**src/rtl/pipe_pkg.sv**
```systemverilog
// Shared definitions for the 4-stage pipeline controller: opcodes, FSM states,
// forward-select encodings and the shadow-slot record tracked per stage.
package pipe_pkg;

    localparam int REG_W = 3;

    localparam logic [1:0] OP_LI   = 2'b00;
    localparam logic [1:0] OP_ADDI = 2'b01;
    localparam logic [1:0] OP_ADD  = 2'b10;
    localparam logic [1:0] OP_JMP  = 2'b11;

    localparam logic [1:0] FWD_RF = 2'b00;
    localparam logic [1:0] FWD_EX = 2'b01;
    localparam logic [1:0] FWD_WB = 2'b10;

    typedef enum logic [1:0] {
        HOLD  = 2'd0,
        RUN   = 2'd1,
        FLUSH = 2'd2
    } state_e;

    typedef struct packed {
        logic             valid;
        logic             writes;
        logic [REG_W-1:0] rd;
    } slot_t;

    // A slot can supply a value only for a live instruction that writes the register read.
    function automatic logic slot_hit(input slot_t s, input logic [REG_W-1:0] r);
        return s.valid && s.writes && (s.rd == r);
    endfunction

endpackage

```
**src/rtl/hazard_fwd_unit.sv**
```systemverilog
// Combinational EX operand forwarding: compares the ID read registers against
// the EX and WB shadow slots, the nearer (EX) producer taking priority.
module hazard_fwd_unit
    import pipe_pkg::*;
(
    input  logic             rd_a_en,
    input  logic [REG_W-1:0] rd_a,
    input  logic             rd_b_en,
    input  logic [REG_W-1:0] rd_b,
    input  slot_t            ex_slot,
    input  slot_t            wb_slot,
    output logic [1:0]       fwd_a,
    output logic [1:0]       fwd_b
);

    always_comb begin
        fwd_a = FWD_RF;
        fwd_b = FWD_RF;
        if (rd_a_en) begin
            if (slot_hit(ex_slot, rd_a)) begin
                fwd_a = FWD_EX;
            end else if (slot_hit(wb_slot, rd_a)) begin
                fwd_a = FWD_WB;
            end
        end
        if (rd_b_en) begin
            if (slot_hit(ex_slot, rd_b)) begin
                fwd_b = FWD_EX;
            end else if (slot_hit(wb_slot, rd_b)) begin
                fwd_b = FWD_WB;
            end
        end
    end

endmodule

```
**src/rtl/pipeline_ctrl.sv**
```systemverilog
// Sequencing and hazard controller for the IF/ID/EX/WB core: post-reset fill
// hold, jump redirect with one-cycle flush, shadow slots, forwarding and WB write.
module pipeline_ctrl
    import pipe_pkg::*;
#(
    parameter int INIT_CYCLES = 2
) (
    input  logic             clk,
    input  logic             reset,
    input  logic [7:0]       instr_id,
    input  logic             stall_in,
    output logic             pc_en,
    output logic             pc_load,
    output logic             ifid_en,
    output logic             ifid_flush,
    output logic [1:0]       fwd_a,
    output logic [1:0]       fwd_b,
    output logic             reg_we,
    output logic [REG_W-1:0] wb_rd,
    output state_e           state_dbg
);

    localparam logic [3:0] CNT_LAST = 4'(INIT_CYCLES - 1);

    logic [1:0]       op;
    logic [REG_W-1:0] rd_f;
    logic [REG_W-1:0] rs_f;
    logic             id_valid;
    logic             rd_a_en;
    logic             rd_b_en;

    state_e     state_q, state_d;
    logic [3:0] cnt_q, cnt_d;
    slot_t      ex_q, ex_d;
    slot_t      wb_q, wb_d;

    assign op   = instr_id[7:6];
    assign rd_f = instr_id[5:3];
    assign rs_f = instr_id[2:0];

    always_comb begin
        state_d    = state_q;
        cnt_d      = cnt_q;
        ex_d       = ex_q;
        wb_d       = wb_q;
        id_valid   = 1'b0;
        pc_en      = 1'b0;
        pc_load    = 1'b0;
        ifid_en    = !stall_in;
        ifid_flush = 1'b0;

        case (state_q)
            HOLD: begin
                ifid_flush = 1'b1;
                if (!stall_in) begin
                    if (cnt_q == CNT_LAST) begin
                        state_d = RUN;
                        cnt_d   = '0;
                    end else begin
                        cnt_d = cnt_q + 4'd1;
                    end
                end
            end
            RUN: begin
                id_valid = 1'b1;
                pc_en    = !stall_in;
                // A stalled jump waits; it is taken in the first unstalled cycle.
                if (op == OP_JMP && !stall_in) begin
                    pc_load    = 1'b1;
                    ifid_flush = 1'b1;
                    state_d    = FLUSH;
                end
            end
            FLUSH: begin
                // IF/ID holds the wrong-path fetch, so ID is treated as empty.
                pc_en      = !stall_in;
                ifid_flush = 1'b1;
                if (!stall_in) begin
                    state_d = RUN;
                end
            end
            default: begin
                state_d = HOLD;
                cnt_d   = '0;
            end
        endcase

        if (!stall_in) begin
            wb_d = ex_q;
            ex_d = '0;
            if (id_valid && op != OP_JMP) begin
                ex_d = '{valid: 1'b1, writes: 1'b1, rd: rd_f};
            end
        end
    end

    always_ff @(posedge clk or posedge reset) begin
        if (reset) begin
            state_q <= HOLD;
            cnt_q   <= '0;
            ex_q    <= '0;
            wb_q    <= '0;
        end else begin
            state_q <= state_d;
            cnt_q   <= cnt_d;
            ex_q    <= ex_d;
            wb_q    <= wb_d;
        end
    end

    assign rd_a_en = id_valid && (op == OP_ADDI || op == OP_ADD);
    assign rd_b_en = id_valid && (op == OP_ADD);

    hazard_fwd_unit u_fwd (
        .rd_a_en (rd_a_en),
        .rd_a    (rd_f),
        .rd_b_en (rd_b_en),
        .rd_b    (rs_f),
        .ex_slot (ex_q),
        .wb_slot (wb_q),
        .fwd_a   (fwd_a),
        .fwd_b   (fwd_b)
    );

    // Suppressed during a stall so the held WB instruction is written only once.
    assign reg_we    = wb_q.valid && wb_q.writes && !stall_in;
    assign wb_rd     = wb_q.rd;
    assign state_dbg = state_q;

endmodule

```
**config.mk**
```make
export PLATFORM = sky130hd
export DESIGN_NAME = pipeline_ctrl
export DESIGN_NICKNAME = d
export VERILOG_FILES = /design/src/rtl/pipe_pkg.sv /design/src/rtl/hazard_fwd_unit.sv /design/src/rtl/pipeline_ctrl.sv
export SDC_FILE = /design/constraint.sdc
export NUM_CORES = 1
export LEC_CHECK = 0
export ABC_AREA = 1
export CAP_MARGIN = 20
export CORE_UTILIZATION = 47
export DETAILED_ROUTE_END_ITERATION = 12
export PLACE_DENSITY_LB_ADDON = 0.2
export SLEW_MARGIN = 25
export SYNTH_ARGS = -nofsm -noshare
export SYNTH_HDL_FRONTEND = slang
export SYNTH_SLANG_ARGS = --single-unit
```
**constraint.sdc**
```tcl
create_clock -name clk -period 1.5 [get_ports clk]
set_input_delay 0.225 -clock clk [delete_from_list [all_inputs] [get_ports clk]]
set_output_delay 0.225 -clock clk [all_outputs]
set_load 0.03 [all_outputs]
```
==> results.md, run 1 <==
- Post-synthesis compound-gate area fraction: 8.50%
- Largest net degree at the start of global routing: 13
- Detail-routed via count per cell: 5.06
- Cells after DPL: 207
- Area contributors post-synth: dfrtp_1 34%, nand2_1 16%, ha_1 11%
- Cell Pwr Density: 1570 mW/mm^2
- CP startpoint kind: flip-flop
- Mean Syn Cell Area: 6.87 um^2
- WP depth: 5
- Mapped Cells: 150
- Sum Neg Setup Slack: -1.08 ns
- Slowest-stage cell, CP: dfrtp_2
- Clock slew at reported path FFs: 0.09 ns
- Initial Utilization: 51.5%
- Largest family of logic cells by synthesized area: simple AND/OR/NAND/NOR gates
- Layout cell share with drive strength beyond 1: 34.2%
- Post-route ant nets: 0
- DR top layer: met4
- PnR worst setup slack: -0.234 ns
- WP data required: 1.27 ns
- Status: finished with violations
- Gpl congestion: 0.787
- Cell variety after synth: 21
- # DRC: 0
- Final period utilization: 116%
- Synth top area share: 34.0%
- Final Critical Period: 1.73 ns
- Slew @ Worst Pin: 0.306 ns
- Post-Layout Cell Count: 217
- Synth Area in Adders: 10.9%
- Clock Path Buffers: 2
- Ports: 25
- Hold WS: 0.162 ns
- First-pass GRT wire length: 4.13 mm
- Port bufs: 24
- Critical path cell sequence: inv_1, ha_2, nor2_4, a21oi_4, buf_6
- Final setup vio count: 7
- Max-Cap Viols: 0
- Clk_skew: 0.00757 ns
- Initial drt markers: 27
- Antenna violations before repair: 0
- Synth-to-layout area growth: 52.9%
- Antenna diodes: 0
- CP max FO: 4
- Post-synth EDFFs: 0
- Layout Nets: 211
- Final slew viol count: 0
- Final hold violation count: 0
- FF-to-FF Start: state_dbg[0]
- Synth Register Bits: 14
- Synth cell count leaders: 45 x nand2_1, 24 x inv_1, 14 x dfrtp_1, 14 x nor2_1, 10 x nand3_1
- Max_slew headroom: 79.7%
- P_leak: 0.810 nW
- CP peak stage delay: 0.46 ns
- Reg2reg end: cnt_q[1]
- Yosys warning count: 0
- H-tree depth: 1
- Root buffer cell: clkbuf_4
- Reg2Reg Setup Slack: 0.03 ns
- Cell family with most CP delay: flip-flops
- DRT Wirelength: 3.00 mm
- Met2 WL: 1.66 mm
- Via count: 1,097
- Area leader, netlist: dfrtp_1
- Worst min path class: input port to async pin
- Post-synthesis xor/xnor area fraction: 1.70%
- Met1 WL: 1.18 mm
- CTS Sinks: 14
- Chip Width: 48.8 um
- Height of the chip: 48.8 um
- Setup Crit Path Kind: flip-flop to primary output
- Core Util, Final: 78.8%
- GRT Overall Usage: 22.1%
- Failing checks: negative setup slack
- Synthesized Nets: 170
- Critical Path Source: state_dbg[0]
- Seq/Total Area, Yosys: 34.0%
- Cell area after synthesis: 0.00103 mm^2
- WL/cell: 13.8 um
- Core Region: 0.00200 mm^2
- RSZ-0062 raised after global routing: true
- CTS tree: done
- DR pass1 iterations: 4
- Global route overflow: 0
- Vias in the first global route: 1,002
- Synth Area in Simple Gates: 32.8%
- Critical path arrival: 1.51 ns
- Critical Path End Type: primary output
- Crit path to: ifid_flush
- Leading register cell type out of synthesis: dfrtp_1
- Total CTS buffers: 3
- Multiplexer share of the synthesized area: 0%
- Worst vdd ir: 0.00120 V
- Most numerous cell in the Yosys netlist: nand2_1
- R2R cell count: 7
- Fmax: 577 MHz
- Fill count: 152
- Clock Latency Late Sink: 0.28 ns
- Post-DP HPWL: 1.81 mm
- Crit path buffers/inverters: 2
- Post-synth ARST share: 100%
- Met3 wire length: 84 um
- Full die area: 0.00238 mm^2
- Row cnt: 16
logic make-up (layout without fill, tap and decap cells):
logic type,Yosys count,after routing
simple gates,79,79
compound gates,16,16
fa+ha+maj,9,9
buf+inv,30,70
flops,14,14
xor+xnor,2,2
state kept, by name, indices dropped and copies added (netlist names):
| name | count |
|---|---|
| wb_q | 1 |
| ex_q | 4 |
| state_dbg | 2 |
| cnt_q | 4 |
| wb_rd | 3 |
layout make-up:
type / instances / area [um^2] / share of cell area, %
Clock buffer: 4 / 36.3 / 2.30
Inverter: 26 / 97.6 / 6.19
Multi-Input combinational cell: 106 / 704 / 44.7
Sequential cell: 14 / 353 / 22.4
Tap cell: 27 / 33.8 / 2.14
Timing Repair Buffer: 40 / 352 / 22.3
per-layer routing:
layer,GRT usage [%],vias up
li1,-,547
met1,25.1,511
met2,43.5,31
met3,1.87,8
met4,5.88,0
met5,0,-
how the worst min path moves through the flow:
stage                     slack [ns]      endpoint  cells past startpoint  startpoint
after CTS                       0.17      cnt_q[3]                      2       reset
after global routing            0.20      cnt_q[1]                      2       reset
after floorplan                 0.11      cnt_q[0]                      1       reset
final                           0.16  state_dbg[1]                      2       reset
after global placement          0.48      cnt_q[0]                      2       reset
after detailed placement        0.47      cnt_q[3]                      2       reset
report_power, final:
group | internal, mW | switching (mW) | total, mW | leakage [nW]
Clock | 0.148 | 0.130 | 0.278 | 0.0210
Sequential | 0.485 | 0.113 | 0.598 | 0.185
Combinational | 0.666 | 0.927 | 1.59 | 0.605
cell usage in the layout, fill, tap and decap left out, types with 4 or more instances in the layout:
cell	n
nand3_1	5
inv_1	19
dfrtp_1	12
nand3_2	4
buf_4	18
inv_2	7
clkdlybuf4s50_1	5
ha_1	6
nand2_1	43
nor2_1	8
o21ai_0	5
buf_6	7
dlygate4sd2_1	10
through the flow:
| stage | power, mW | setup WS, ns | area [um^2] |
|---|---|---|---|
| after global placement | 1.78 | -0.324 | 1390 |
| after global routing | 2.63 | -0.251 | 1580 |
| after CTS | 2.21 | -0.173 | 1490 |
| final | 2.47 | -0.234 | 1580 |
| after floorplan | 1.45 | 0.00240 | 1090 |
| after detailed placement | 1.82 | -0.381 | 1390 |
repair_timing:
item                       CTS  global route
resized for setup           28            15
setup buffers                2             4
pin swaps                    4             5
hold buffers                 0             0
setup endpoints to repair   12            13
No activity file was read; power rests on OpenSTA's default activity.
==> inputs of run 2 (changes only) <==
--- a/config.mk
+++ b/config.mk
@@ -7,6 +7,7 @@
 export LEC_CHECK = 0
 export ABC_AREA = 1
 export CAP_MARGIN = 20
+export CORE_MARGIN = 2
 export CORE_UTILIZATION = 47
 export DETAILED_ROUTE_END_ITERATION = 12
 export PLACE_DENSITY_LB_ADDON = 0.2
==> constraint.sdc (replaced) <==
create_clock -name clk -period 1.6 [get_ports clk]
set_input_delay 0.24 -clock clk [delete_from_list [all_inputs] [get_ports clk]]
set_output_delay 0.24 -clock clk [all_outputs]
set_load 0.03 [all_outputs]
==> run 2 against run 1 <==
  * The flow still finishes with violations (negative setup slack)
  * Register-to-register slack better by 0.19 ns
  * Sequential share of layout area increased by 1.2 points
  * First-iteration DRC count down 30%
  * Global-route usage is 0.91 points lower
  * Design area fell by 5.2%
  * Clock skew is 0.0044 ns lower
  * Final cell count down 2.8%
  * Critical path depth is 2 higher
  * Largest cell class unchanged
  * Largest power group unchanged
==> results.md, run 2 (same netlist as run 1, synthesis figures left out) <==
- Status: finished with violations (unchanged)
- Failing checks: negative setup slack (unchanged)
- Clk_skew: 0.00312 ns (was 0.00757 ns)
- Post-route ant nets: 0 (unchanged)
- PnR worst setup slack: -0.0787 ns (was -0.234 ns)
- Commonest cells after routing, fill and taps aside: 42 x nand2_1, 20 x inv_1, 14 x buf_4, 12 x dfrtp_1, 10 x nor2_1 (was 43 x nand2_1, 19 x inv_1, 18 x buf_4, 12 x dfrtp_1, 10 x dlygate4sd2_1)
- Core Region: 0.00202 mm^2 (was 0.00200 mm^2)
- Layout Nets: 205 (was 211)
- Worst min path class: input port to async pin (unchanged)
- GRT Overall Usage: 21.2% (was 22.1%)
- Critical path cell sequence: inv_2, ha_4, nand3_2, a21oi_2, nand2_2, nor2_4, buf_6 (was inv_1, ha_2, nor2_4, a21oi_4, buf_6)
- Port bufs: 24 (unchanged)
- Slowest-stage cell, CP: dfrtp_2 (unchanged)
- Post-DP HPWL: 1.86 mm (was 1.81 mm)
- Clock slew at reported path FFs: 0.09 ns (about the same)
- CTS Hold Bufs: 0 (unchanged)
- Via count: 1,038 (was 1,097)
- Layout cell share with drive strength beyond 1: 29.3% (was 34.2%)
- Max_slew headroom: 64.0% (was 79.7%)
- Final period utilization: 105%
- Final Critical Period: 1.68 ns
- Crit path buffers/inverters: 2 (unchanged)
- First-pass GRT wire length: 4.19 mm (was 4.13 mm)
- Row cnt: 16 (unchanged)
- CP peak stage delay: 0.42 ns (was 0.46 ns)
- Max-Cap Viols: 0 (unchanged)
- WL/cell: 11.9 um (was 13.8 um)
- Largest net degree at the start of global routing: 15 (was 13)
- DRT Wirelength: 2.51 mm (was 3.00 mm)
- Gpl congestion: 0.805 (was 0.787)
- Final hold violation count: 0 (unchanged)
- Hold WS: 0.298 ns (was 0.162 ns)
- Antenna diodes: 0 (unchanged)
- DR pass1 iterations: 4 (unchanged)
- WP data required: 1.36 ns (was 1.27 ns)
- Ports: 25 (unchanged)
- RSZ-0062 raised after global routing: true (unchanged)
- Core Util, Final: 73.9% (was 78.8%)
- Cells after DPL: 206 (was 207)
- Initial drt markers: 19 (was 27)
- Cell Pwr Density: 1410 mW/mm^2 (was 1570 mW/mm^2)
- CTS Sinks: 14 (unchanged)
- Worst vdd ir: 0.00106 V (was 0.00120 V)
- H-tree depth: 1 (unchanged)
- Setup Crit Path Kind: flip-flop to primary output (unchanged)
- Detail-routed via count per cell: 4.92 (was 5.06)
- Cell family with most CP delay: flip-flops (unchanged)
- Total design power: 2.11 mW (was 2.47 mW)
- Vias in the first global route: 1,010 (was 1,002)
- Post-Layout Cell Count: 211 (was 217)
- Critical path arrival: 1.44 ns (was 1.51 ns)
- Slew @ Worst Pin: 0.540 ns (was 0.306 ns)
- Initial Utilization: 51.0% (was 51.5%)
- Most common cell after layout, fill and taps aside: nand2_1 (unchanged)
- Full die area: 0.00258 mm^2 (was 0.00238 mm^2)
- Clock Path Buffers: 2 (unchanged)
- Fmax: 596 MHz
- P_leak: 0.782 nW (was 0.810 nW)
- Final setup vio count: 4 (was 7)
- Synth-to-layout area growth: 45.0% (was 52.9%)
- Total CTS buffers: 3 (unchanged)
- Height of the chip: 50.8 um (was 48.8 um)
- CTS tree: done (unchanged)
- # DRC: 0 (unchanged)
- CP max FO: 7 (was 4)
- Critical Path End Type: primary output (unchanged)
- Final slew viol count: 0 (unchanged)
- Global route overflow: 0 (unchanged)
- Sum Neg Setup Slack: -0.281 ns (was -1.08 ns)
- Chip Width: 50.8 um (was 48.8 um)
- CP startpoint kind: flip-flop (unchanged)
- Antenna violations before repair: 0 (unchanged)
- Root buffer cell: clkbuf_4 (unchanged)
- Clock Latency Late Sink: 0.27 ns (was 0.28 ns)
## run 2: through the flow
stage,setup WS [ns],cell area (um^2)
4_1_cts,-0.121,1440
2_1_floorplan,-0.0153,1070
3_5_place_dp,-0.325,1360
3_3_place_gp,-0.285,1360
6_report,-0.0787,1500
5_1_grt,-0.174,1500
## run 2: path summary, 6_finish.rpt
| path | startpoint | to | slack (ns) | depth (start not counted) |
|---|---|---|---|---|
| min in group clk | instr_id[5] | ex_q[2] | 0.33 | 3 |
| worst min register to register | wb_rd[2] | wb_rd[2] | 0.55 | 2 |
| worst max register to register | state_dbg[1] | cnt_q[1] | 0.22 | 7 |
| max in group asynchronous | reset | state_dbg[1] | 0.92 | 2 |
| worst min-delay path | reset | ex_q[4] | 0.30 | 2 |
| worst max-delay path | state_dbg[1] | fwd_b[1] | -0.08 | 7 |
## run 2: final cells by class
class	count	area (um^2)
multi-input combinational	106	662
timing repair buffer	34	310
fill	173	527
clock buffer	4	36.3
sequential	14	353
tap	27	33.8
inverter	26	100
## run 2: power by group
| part | switching [mW] | internal (mW) | leakage (nW) |
|---|---|---|---|
| clock network | 0.118 | 0.138 | 0.0210 |
| registers | 0.0959 | 0.455 | 0.185 |
| logic | 0.785 | 0.519 | 0.576 |
## run 2: per-layer routing
metal  up-vias  share of wire, %  global-route usage (%)
met3         4               3.1                    2.63
met4         0               1.4                    6.76
met1       482                43                    25.0
met2        19                53                    39.7
li1        533                 -                       -
met5         -                 0                       0
## run 2: timing repair
item / CTS / global route
pin swaps: 5 / 5
endpoints found under the setup margin: 12 / 6
buffers inserted: 0 / 1
gates resized for setup: 18 / 18
